[config.mk]
export PLATFORM = sky130hd
export DESIGN_NAME = apb_uart_fifo_bridge_flat
export DESIGN_NICKNAME = d
export VERILOG_FILES = /design/src/rtl/apb_uart_fifo_bridge_if.sv /design/src/rtl/apb_uart_fifo_bridge.sv /design/src/flat_wrapper.sv
export SDC_FILE = /design/constraint.sdc
export NUM_CORES = 1
export LEC_CHECK = 0
export CAP_MARGIN = 20
export CORE_ASPECT_RATIO = 0.75
export CORE_UTILIZATION = 35
export CTS_CLUSTER_DIAMETER = 60
export CTS_CLUSTER_SIZE = 16
export DETAILED_ROUTE_END_ITERATION = 8
export PLACE_DENSITY_LB_ADDON = 0.15
export SLEW_MARGIN = 10
export SYNTH_ARGS = -nofsm -noshare
export SYNTH_HDL_FRONTEND = slang
export SYNTH_SLANG_ARGS = --single-unit
[constraint.sdc]
create_clock -name pclk -period 3.3 [get_ports pclk]
set_clock_uncertainty 0.15 [all_clocks]
set_input_delay 0.825 -clock pclk [delete_from_list [all_inputs] [get_ports pclk]]
set_output_delay 0.825 -clock pclk [all_outputs]
set_load 0.02 [all_outputs]
[src/rtl/apb_uart_fifo_bridge_if.sv]
// apb_uart_fifo_bridge_if: APB3 slave bus plus UART rx/tx byte streams and interrupt
interface apb_uart_fifo_bridge_if #(
   parameter int ADDR_WIDTH  = 32,
   parameter int PDATA_WIDTH = 32,
   parameter int DATA_WIDTH  = 8
);
   logic [ADDR_WIDTH-1:0]  paddr;
   logic                   psel;
   logic                   penable;
   logic                   pwrite;
   logic [PDATA_WIDTH-1:0] pwdata;
   logic                   pready;
   logic [PDATA_WIDTH-1:0] prdata;
   logic                   pslverr;
   logic                   rx_valid;
   logic                   rx_ready;
   logic [DATA_WIDTH-1:0]  rx_data;
   logic                   tx_valid;
   logic                   tx_ready;
   logic [DATA_WIDTH-1:0]  tx_data;
   logic                   irq;
   modport master (
      output paddr, psel, penable, pwrite, pwdata, rx_valid, rx_data, tx_ready,
      input  pready, prdata, pslverr, rx_ready, tx_valid, tx_data, irq
   );
   modport slave (
      input  paddr, psel, penable, pwrite, pwdata, rx_valid, rx_data, tx_ready,
      output pready, prdata, pslverr, rx_ready, tx_valid, tx_data, irq
   );
endinterface

[src/rtl/apb_uart_fifo_bridge.sv]
// apb_uart_fifo_bridge: APB3 slave bridging to UART rx/tx streams through separate RX and TX FIFOs
module apb_uart_fifo_bridge #(
   parameter int ADDR_WIDTH  = 32,
   parameter int PDATA_WIDTH = 32,
   parameter int DATA_WIDTH  = 8,
   parameter int FIFO_DEPTH  = 8,
   parameter int PTR_WIDTH   = $clog2(FIFO_DEPTH)
) (
   input logic                  pclk,
   input logic                  prstn,
   apb_uart_fifo_bridge_if.slave bus
);
   localparam int CW = PTR_WIDTH + 1;
   logic [DATA_WIDTH-1:0]  rx_mem [FIFO_DEPTH];
   logic [DATA_WIDTH-1:0]  tx_mem [FIFO_DEPTH];
   logic [CW-1:0]          rx_wp, rx_rp, tx_wp, tx_rp, rx_cnt, tx_cnt;
   logic [3:0]             ctrl;
   logic                   rx_stall, tx_ovf, tx_pend;
   logic                   rx_empty, rx_full, tx_empty, tx_full;
   logic                   access, rd, wr, sel_data, sel_stat, sel_ctrl, bad;
   logic                   rx_push, rx_pop, tx_push, tx_pop, rx_flush, tx_flush;
   logic                   stall_set, ovf_set;
   logic [DATA_WIDTH-1:0]  rx_head, tx_head;
   logic [PDATA_WIDTH-1:0] status;
   logic                   unused_bits;

   assign unused_bits = ^{bus.paddr, bus.pwdata};
   assign rx_cnt      = rx_wp - rx_rp;
   assign tx_cnt      = tx_wp - tx_rp;
   assign rx_empty    = rx_cnt == '0;
   assign tx_empty    = tx_cnt == '0;
   assign rx_full     = rx_cnt == CW'(FIFO_DEPTH);
   assign tx_full     = tx_cnt == CW'(FIFO_DEPTH);
   assign rx_head     = rx_mem[rx_rp[PTR_WIDTH-1:0]];
   assign tx_head     = tx_mem[tx_rp[PTR_WIDTH-1:0]];
   assign access      = bus.psel & bus.penable;
   assign rd          = access & !bus.pwrite;
   assign wr          = access & bus.pwrite;
   assign sel_data    = bus.paddr[3:0] == 4'h0;
   assign sel_stat    = bus.paddr[3:0] == 4'h4;
   assign sel_ctrl    = bus.paddr[3:0] == 4'h8;
   assign bad         = !(sel_data | sel_stat | sel_ctrl);
   assign rx_push     = bus.rx_valid & bus.rx_ready;
   assign rx_pop      = rd & sel_data & !rx_empty;
   assign tx_push     = wr & sel_data & !tx_full;
   assign tx_pop      = bus.tx_valid & bus.tx_ready;
   assign rx_flush    = wr & sel_ctrl & bus.pwdata[4];
   assign tx_flush    = wr & sel_ctrl & bus.pwdata[5];
   assign stall_set   = bus.rx_valid & ctrl[0] & rx_full;
   assign ovf_set     = wr & sel_data & tx_full;
   assign status      = PDATA_WIDTH'({8'(tx_cnt), 8'(rx_cnt), 2'b00, tx_ovf, rx_stall,
                                      tx_full, tx_empty, rx_full, rx_empty});
   assign bus.pready  = access;
   assign bus.pslverr = access & (bad | (sel_data & (bus.pwrite ? tx_full : rx_empty)));
   assign bus.prdata  = !rd ? '0 :
                        sel_data ? (rx_empty ? '0 : PDATA_WIDTH'(rx_head)) :
                        sel_stat ? status :
                        sel_ctrl ? PDATA_WIDTH'(ctrl) : '0;
   assign bus.rx_ready = ctrl[0] & !rx_full;
   assign bus.tx_valid = !tx_empty & (ctrl[1] | tx_pend);
   assign bus.tx_data  = tx_empty ? '0 : tx_head;
   assign bus.irq      = (ctrl[2] & !rx_empty) | (ctrl[3] & tx_empty) | rx_stall | tx_ovf;

   always_ff @(posedge pclk) begin
      if (rx_push) rx_mem[rx_wp[PTR_WIDTH-1:0]] <= bus.rx_data;
      if (tx_push) tx_mem[tx_wp[PTR_WIDTH-1:0]] <= bus.pwdata[DATA_WIDTH-1:0];
   end

   always_ff @(posedge pclk or negedge prstn)
      if (!prstn) begin
         rx_wp    <= '0;
         rx_rp    <= '0;
         tx_wp    <= '0;
         tx_rp    <= '0;
         ctrl     <= '0;
         rx_stall <= 1'b0;
         tx_ovf   <= 1'b0;
         tx_pend  <= 1'b0;
      end else begin
         rx_wp    <= rx_flush ? '0 : rx_wp + CW'(rx_push);
         rx_rp    <= rx_flush ? '0 : rx_rp + CW'(rx_pop);
         tx_wp    <= tx_flush ? '0 : tx_wp + CW'(tx_push);
         tx_rp    <= tx_flush ? '0 : tx_rp + CW'(tx_pop);
         ctrl     <= (wr & sel_ctrl) ? bus.pwdata[3:0] : ctrl;
         rx_stall <= stall_set | (rx_stall & !(wr & sel_stat & bus.pwdata[4]));
         tx_ovf   <= ovf_set | (tx_ovf & !(wr & sel_stat & bus.pwdata[5]));
         tx_pend  <= !tx_flush & bus.tx_valid & !bus.tx_ready;
      end
endmodule
[src/flat_wrapper.sv]
// flat-port wrapper written by rule: the top's interface ports become plain ports
module apb_uart_fifo_bridge_flat 
#(
   parameter int ADDR_WIDTH  = 32,
   parameter int PDATA_WIDTH = 32,
   parameter int DATA_WIDTH  = 8,
   parameter int FIFO_DEPTH  = 8,
   parameter int PTR_WIDTH   = $clog2(FIFO_DEPTH)
)
  (pclk, prstn, bus_paddr, bus_psel, bus_penable, bus_pwrite, bus_pwdata, bus_rx_valid, bus_rx_data, bus_tx_ready, bus_pready, bus_prdata, bus_pslverr, bus_rx_ready, bus_tx_valid, bus_tx_data, bus_irq);
  apb_uart_fifo_bridge_if #(.ADDR_WIDTH(ADDR_WIDTH), .PDATA_WIDTH(PDATA_WIDTH), .DATA_WIDTH(DATA_WIDTH)) bus_i ();
  input logic pclk;
  input logic prstn;
  input wire logic [$bits(bus_i.paddr)-1:0] bus_paddr;
  input wire logic [$bits(bus_i.psel)-1:0] bus_psel;
  input wire logic [$bits(bus_i.penable)-1:0] bus_penable;
  input wire logic [$bits(bus_i.pwrite)-1:0] bus_pwrite;
  input wire logic [$bits(bus_i.pwdata)-1:0] bus_pwdata;
  input wire logic [$bits(bus_i.rx_valid)-1:0] bus_rx_valid;
  input wire logic [$bits(bus_i.rx_data)-1:0] bus_rx_data;
  input wire logic [$bits(bus_i.tx_ready)-1:0] bus_tx_ready;
  output wire logic [$bits(bus_i.pready)-1:0] bus_pready;
  output wire logic [$bits(bus_i.prdata)-1:0] bus_prdata;
  output wire logic [$bits(bus_i.pslverr)-1:0] bus_pslverr;
  output wire logic [$bits(bus_i.rx_ready)-1:0] bus_rx_ready;
  output wire logic [$bits(bus_i.tx_valid)-1:0] bus_tx_valid;
  output wire logic [$bits(bus_i.tx_data)-1:0] bus_tx_data;
  output wire logic [$bits(bus_i.irq)-1:0] bus_irq;
  assign bus_i.paddr = bus_paddr;
  assign bus_i.psel = bus_psel;
  assign bus_i.penable = bus_penable;
  assign bus_i.pwrite = bus_pwrite;
  assign bus_i.pwdata = bus_pwdata;
  assign bus_i.rx_valid = bus_rx_valid;
  assign bus_i.rx_data = bus_rx_data;
  assign bus_i.tx_ready = bus_tx_ready;
  assign bus_pready = bus_i.pready;
  assign bus_prdata = bus_i.prdata;
  assign bus_pslverr = bus_i.pslverr;
  assign bus_rx_ready = bus_i.rx_ready;
  assign bus_tx_valid = bus_i.tx_valid;
  assign bus_tx_data = bus_i.tx_data;
  assign bus_irq = bus_i.irq;
  apb_uart_fifo_bridge #(.ADDR_WIDTH(ADDR_WIDTH), .PDATA_WIDTH(PDATA_WIDTH), .DATA_WIDTH(DATA_WIDTH), .FIFO_DEPTH(FIFO_DEPTH), .PTR_WIDTH(PTR_WIDTH)) u_core (.pclk(pclk), .prstn(prstn), .bus(bus_i));
endmodule
Word level (Yosys, flattened, before mapping) --
Memories as Yosys holds them, arrays and structs flattened. Cells that the tools add are included.
Cells by class: add/subtract/negate cells 6, equal/unequal tests 4, multiplexer cells 15, bitwise logic cells 37, reductions and logical operators 13
Operators with widths (number):
- 32-bit two-way mux | 3
- 1-bit AND | 28
- 4-bit two-way mux | 5
- 4-bit by 1-bit adder with 4-bit output | 4
- 8-bit two-way mux | 2
- 4-bit == test, second input constant | 3
- 4-bit zero test | 3
- 1-bit zero test | 10
- 1-bit bitwise OR | 9
- 4-bit subtractor | 2
- 1-bit two-way mux | 5
- 4-bit by 3-bit == test with 1-bit output, second input constant | 1
Storage, ports and cells: flip-flop bits (word level) 23, memory bits (writable) 128, output and inout bits 45, memories kept 2
Memories:
- u_core.rx_mem | words 8, width 8, read ports 1, clocked after memory_dff 0, wr ports 1, RTL line apb_uart_fifo_bridge.sv:14 | logic [DATA_WIDTH-1:0] rx_mem [FIFO_DEPTH];
- u_core.tx_mem | words 8, width 8, read ports 1, clocked after memory_dff 0, wr ports 1, RTL line apb_uart_fifo_bridge.sv:15 | logic [DATA_WIDTH-1:0] tx_mem [FIFO_DEPTH];

Logic depth before layout (Yosys ltp) --
depth after elaboration 7, gate-level depth with buffers 13, gate-level depth less buffers 12

Least setup slack after synthesis --
No wires, ideal clock.
path type reg2out, start reg u_core.rx_rp[1], end out bus_pslverr, data arrival time 2.412 ns, required time 2.325 ns, path slack -0.087 ns, stages on the path, launching flop included 10, buffers on the path 2, cell sequence dfrtp_1 > buf_2 > buf_2 > inv_1 > ha_1 > and3b_1 > nor3_2 > nor2_1 > or3_1 > a31oi_1
Between the ends: cells in the longest elaborated chain, start to end 6
RTL lines:
- from (decl) | RTL line apb_uart_fifo_bridge.sv:16 | logic [CW-1:0] rx_wp, rx_rp, tx_wp, tx_rp, rx_cnt, tx_cnt;
- from (signal assigned) | RTL line apb_uart_fifo_bridge.sv:81 | rx_rp <= rx_flush ? '0 : rx_rp + CW'(rx_pop);
- 4-bit subtractor | RTL line apb_uart_fifo_bridge.sv:28 | assign rx_cnt = rx_wp - rx_rp;
- 4-bit zero test | RTL line apb_uart_fifo_bridge.sv:30 | assign rx_empty = rx_cnt == '0;
- 1-bit two-way mux | RTL line apb_uart_fifo_bridge.sv:54 | assign bus.pslverr = access & (bad | (sel_data & (bus.pwrite ? tx_full : rx_empty)));
- 1-bit AND | RTL line apb_uart_fifo_bridge.sv:54
- 1-bit bitwise OR | RTL line apb_uart_fifo_bridge.sv:54
- 1-bit AND | RTL line apb_uart_fifo_bridge.sv:54
- to (decl) | RTL line flat_wrapper.sv:24 | output wire logic [$bits(bus_i.pslverr)-1:0] bus_pslverr;
No other way between the ends.

Final worst setup path --
start reg u_core.rx_wp[0], end out bus_pslverr
Between the ends: cells in the longest elaborated chain, start to end 6
RTL lines:
- from (decl) | RTL line apb_uart_fifo_bridge.sv:16
- from (signal assigned) | RTL line apb_uart_fifo_bridge.sv:80 | rx_wp <= rx_flush ? '0 : rx_wp + CW'(rx_push);
- 4-bit subtractor | RTL line apb_uart_fifo_bridge.sv:28
- 4-bit zero test | RTL line apb_uart_fifo_bridge.sv:30
- 1-bit two-way mux | RTL line apb_uart_fifo_bridge.sv:54
- 1-bit AND | RTL line apb_uart_fifo_bridge.sv:54
- 1-bit bitwise OR | RTL line apb_uart_fifo_bridge.sv:54
- 1-bit AND | RTL line apb_uart_fifo_bridge.sv:54
No other way between the ends.

==> flow_summary.ini <==
[worst_setup_path]
crit_path_max_fanout = 5
slowest_stage = fa_2
critPathMaxStageDelay_ps = 560
critPathKind = flip-flop to output pin
path_cells = inv_1 -> ha_2 -> fa_2 -> and3_4 -> buf_4 -> nand2_1 -> or3_4 -> a31oi_4 -> buf_6
endpoint_kind = output pin
reg2reg_depth = 13
arrival_ps = 2580
cp-start-kind = flip-flop
cp_data_required_time_ps = 2320

[timing]
slew_viol_final = 0
slew_headroom = 0.637
fmaxAchievable_ghz = 0.281
fin_crit_sh = 1.08
setup_viol = 19
setup_ws_ps = -254
worstMarginPinSlew_ps = 544
finalHoldViolations = 0
rsz0062_at_grt = yes
post-route-min-period_ps = 3550

[layout]
antenna_cells = 0
nNetsFinal = 677
seq_area_sq_um = 4420
fillers = 1646
drive_above_1_share = 0.395
area_delta_synth_final_pct = 31.7
instances_no_fill = 842
multi_input_area_sq_um = 2420

[clock_network]
clk_pin_slew_ps = 60
clkSinkCount = 151
clock_path_buffers = 2
clockRootBuffer = clkbuf_16
tritoncts = done
ctsHoldBuffers = 0
h-tree-depth = 4
insertion_delay_ps = 410
cts_made_buffers = 17

[yosys]
avgSynthCellArea_sq_um = 15.5
yosysTopAreaCell = edfxtp_1
synth_top_flop_cell = edfxtp_1
yosysTopAreaCellShare = 0.565
synth_area_leaders = edfxtp_1, mux4_2, dfrtp_1
syn_inst = 440
async_reset_ff_frac = 0.152
ys_ff_latch = 151
synth_most_common_cell = edfxtp_1
synth_area_sq_um = 6800
ys_top_cells_by_count = edfxtp_1, nand2_1, mux4_2, dfrtp_1, nor2_1
synth_edf_count = 128
ys_types = 55
synth-seq-area-share = 0.650
yosysWarnings = 0

[detailed_routing]
wirelength_microns = 16000
first_pass_iters = 4
wl_per_cell_microns = 19.0
drc = 0
vias = 4130
ant_nets = 0
vias_per_cell = 4.90
first_iter_violations = 252

[floorplan]
pin_count = 124
core.rowCount = 43
die_w_microns = 163
start_util = 0.362
dieArea_sq_um = 20000
die-height_microns = 123
core_area_sq_um = 18800

[global_route]
grt_max_degree = 24
antenna_found_initial = 0
grt_pass1_vias = 4326
track_usage = 0.175
grt_overflow = 0
grt_first_pass_wirelength_microns = 25000

[min_path]
worstHoldPathType = flip-flop to flip-flop
hold_depth = 1

[placed_design]
port_buffers = 55
dp_hpwl_microns = 11200
placedCellCount = 796
gp_congestion = 0.869

[pwr]
pwr-share-seq = 0.342
power.internal_mw = 4.44
swShare = 0.314
power.total_mw = 6.47
power.switching_mw = 2.03
ir_drop_mv = 0.308
combPwrFrac = 0.379
clkPwrFrac = 0.279
leakage_nw = 3.30
powerDensity_nw_per_um2 = 723

[run_status]
status = finished, violations left
violations = negative setup slack

[run]
maxCapViolations = 0
[final timing paths]
check                                           start                    endpoint  slack (ps)
hold / removal             u_core.ctrl[1]$_DFFE_PN0P_  u_core.ctrl[1]$_DFFE_PN0P_         370
max in group asynchronous                       prstn   u_core.rx_rp[1]$_DFF_PN0_        2100
setup / recovery            u_core.rx_wp[0]$_DFF_PN0_                 bus_pslverr        -250
min in group asynchronous                       prstn   u_core.tx_wp[3]$_DFF_PN0_         630
hold reg to reg            u_core.ctrl[1]$_DFFE_PN0P_  u_core.ctrl[1]$_DFFE_PN0P_         370
setup reg to reg            u_core.rx_wp[0]$_DFF_PN0_   u_core.rx_rp[2]$_DFF_PN0_         270
[per-layer routing]
metal,track usage,vias to the layer above,routed length (microns)
met5,0,-,0
met4,0.0572,0,170
met3,0.0358,12,950
met2,0.272,101,7470
met1,0.245,2093,7400
li1,-,1924,-
[flip-flops by register name, summed over array words and instances, names as in the netlist]
register         cells
u_core.ctrl          4
u_core.rx_rp         4
u_core.tx_mem       64
u_core.tx_pend       1
u_core.rx_wp         4
u_core.rx_mem       64
u_core.tx_wp         4
u_core.rx_stall      1
u_core.tx_rp         4
u_core.tx_ovf        1
[through the flow]
step,hold WS (ps),area [sq um],util,worst slack (ps),TNS [ps]
after floorplan,319,6870,-,13.2,0
after global placement,365,8070,0.430,-830,-14920
after detailed placement,370,8070,0.430,-850,-14970
after CTS,384,8860,0.472,-261,-3290
after global routing,400,8950,0.477,-381,-4950
final,371,8950,0.477,-254,-2820
[cells in the final DEF, fill, tap and decap left out, types with 5 or more instances in the layout]
cell type / count
a21oi_1: 5
a21oi_2: 8
and2_1: 12
buf_2: 8
buf_4: 87
buf_6: 19
clkbuf_16: 17
clkdlybuf4s50_1: 23
conb_1: 16
dfrtp_1: 22
edfxtp_1: 128
ha_1: 10
inv_1: 7
mux2i_1: 6
mux4_2: 30
nand2_1: 42
nand3_1: 12
nor2_1: 18
xnor2_1: 5
xor2_1: 7
[critical path: cells and delay by family, from the launching register on]
family	cells	cell delay [ps]
compound gates	1	140
fa+ha+maj	2	750
flops	1	340
buf+inv	3	320
simple gates	3	620
[cell type report]
| type | count | share of cell area |
|---|---|---|
| Inverter | 10 | 0.00433 |
| Tap cell | 247 | 0.0345 |
| Clock buffer | 17 | 0.0475 |
| Timing Repair Buffer | 143 | 0.135 |
| Multi-Input combinational cell | 259 | 0.271 |
| Clock inverter | 15 | 0.0144 |
| Sequential cell | 151 | 0.494 |
[power groups by stage]
stage	clock network [mW]	logic [mW]	registers, mW
global placement	0	2.05	2.24
CTS	1.85	2.33	2.21
floorplan	0	1.27	2.25
finish	1.81	2.45	2.21
detailed placement	0	2.06	2.25
global route	1.93	2.64	2.22
[cells by family after synthesis]
family / share of synthesized area
DFF: 0.650
and+or+nand+nor: 0.100
AOI/OAI and AO/OA: 0.0467
buffers and inverters: 0.0394
muxes: 0.115
adders and majority gates: 0.0317
xor gates and xnor gates: 0.0167
other: 0.000552
[timing repair]
action,CTS,global route
buffers inserted,9,5
pin swaps,13,7
endpoints found under the setup margin,28,26
gates resized for setup,181,27
No activity file was read; power rests on OpenSTA's default activity.
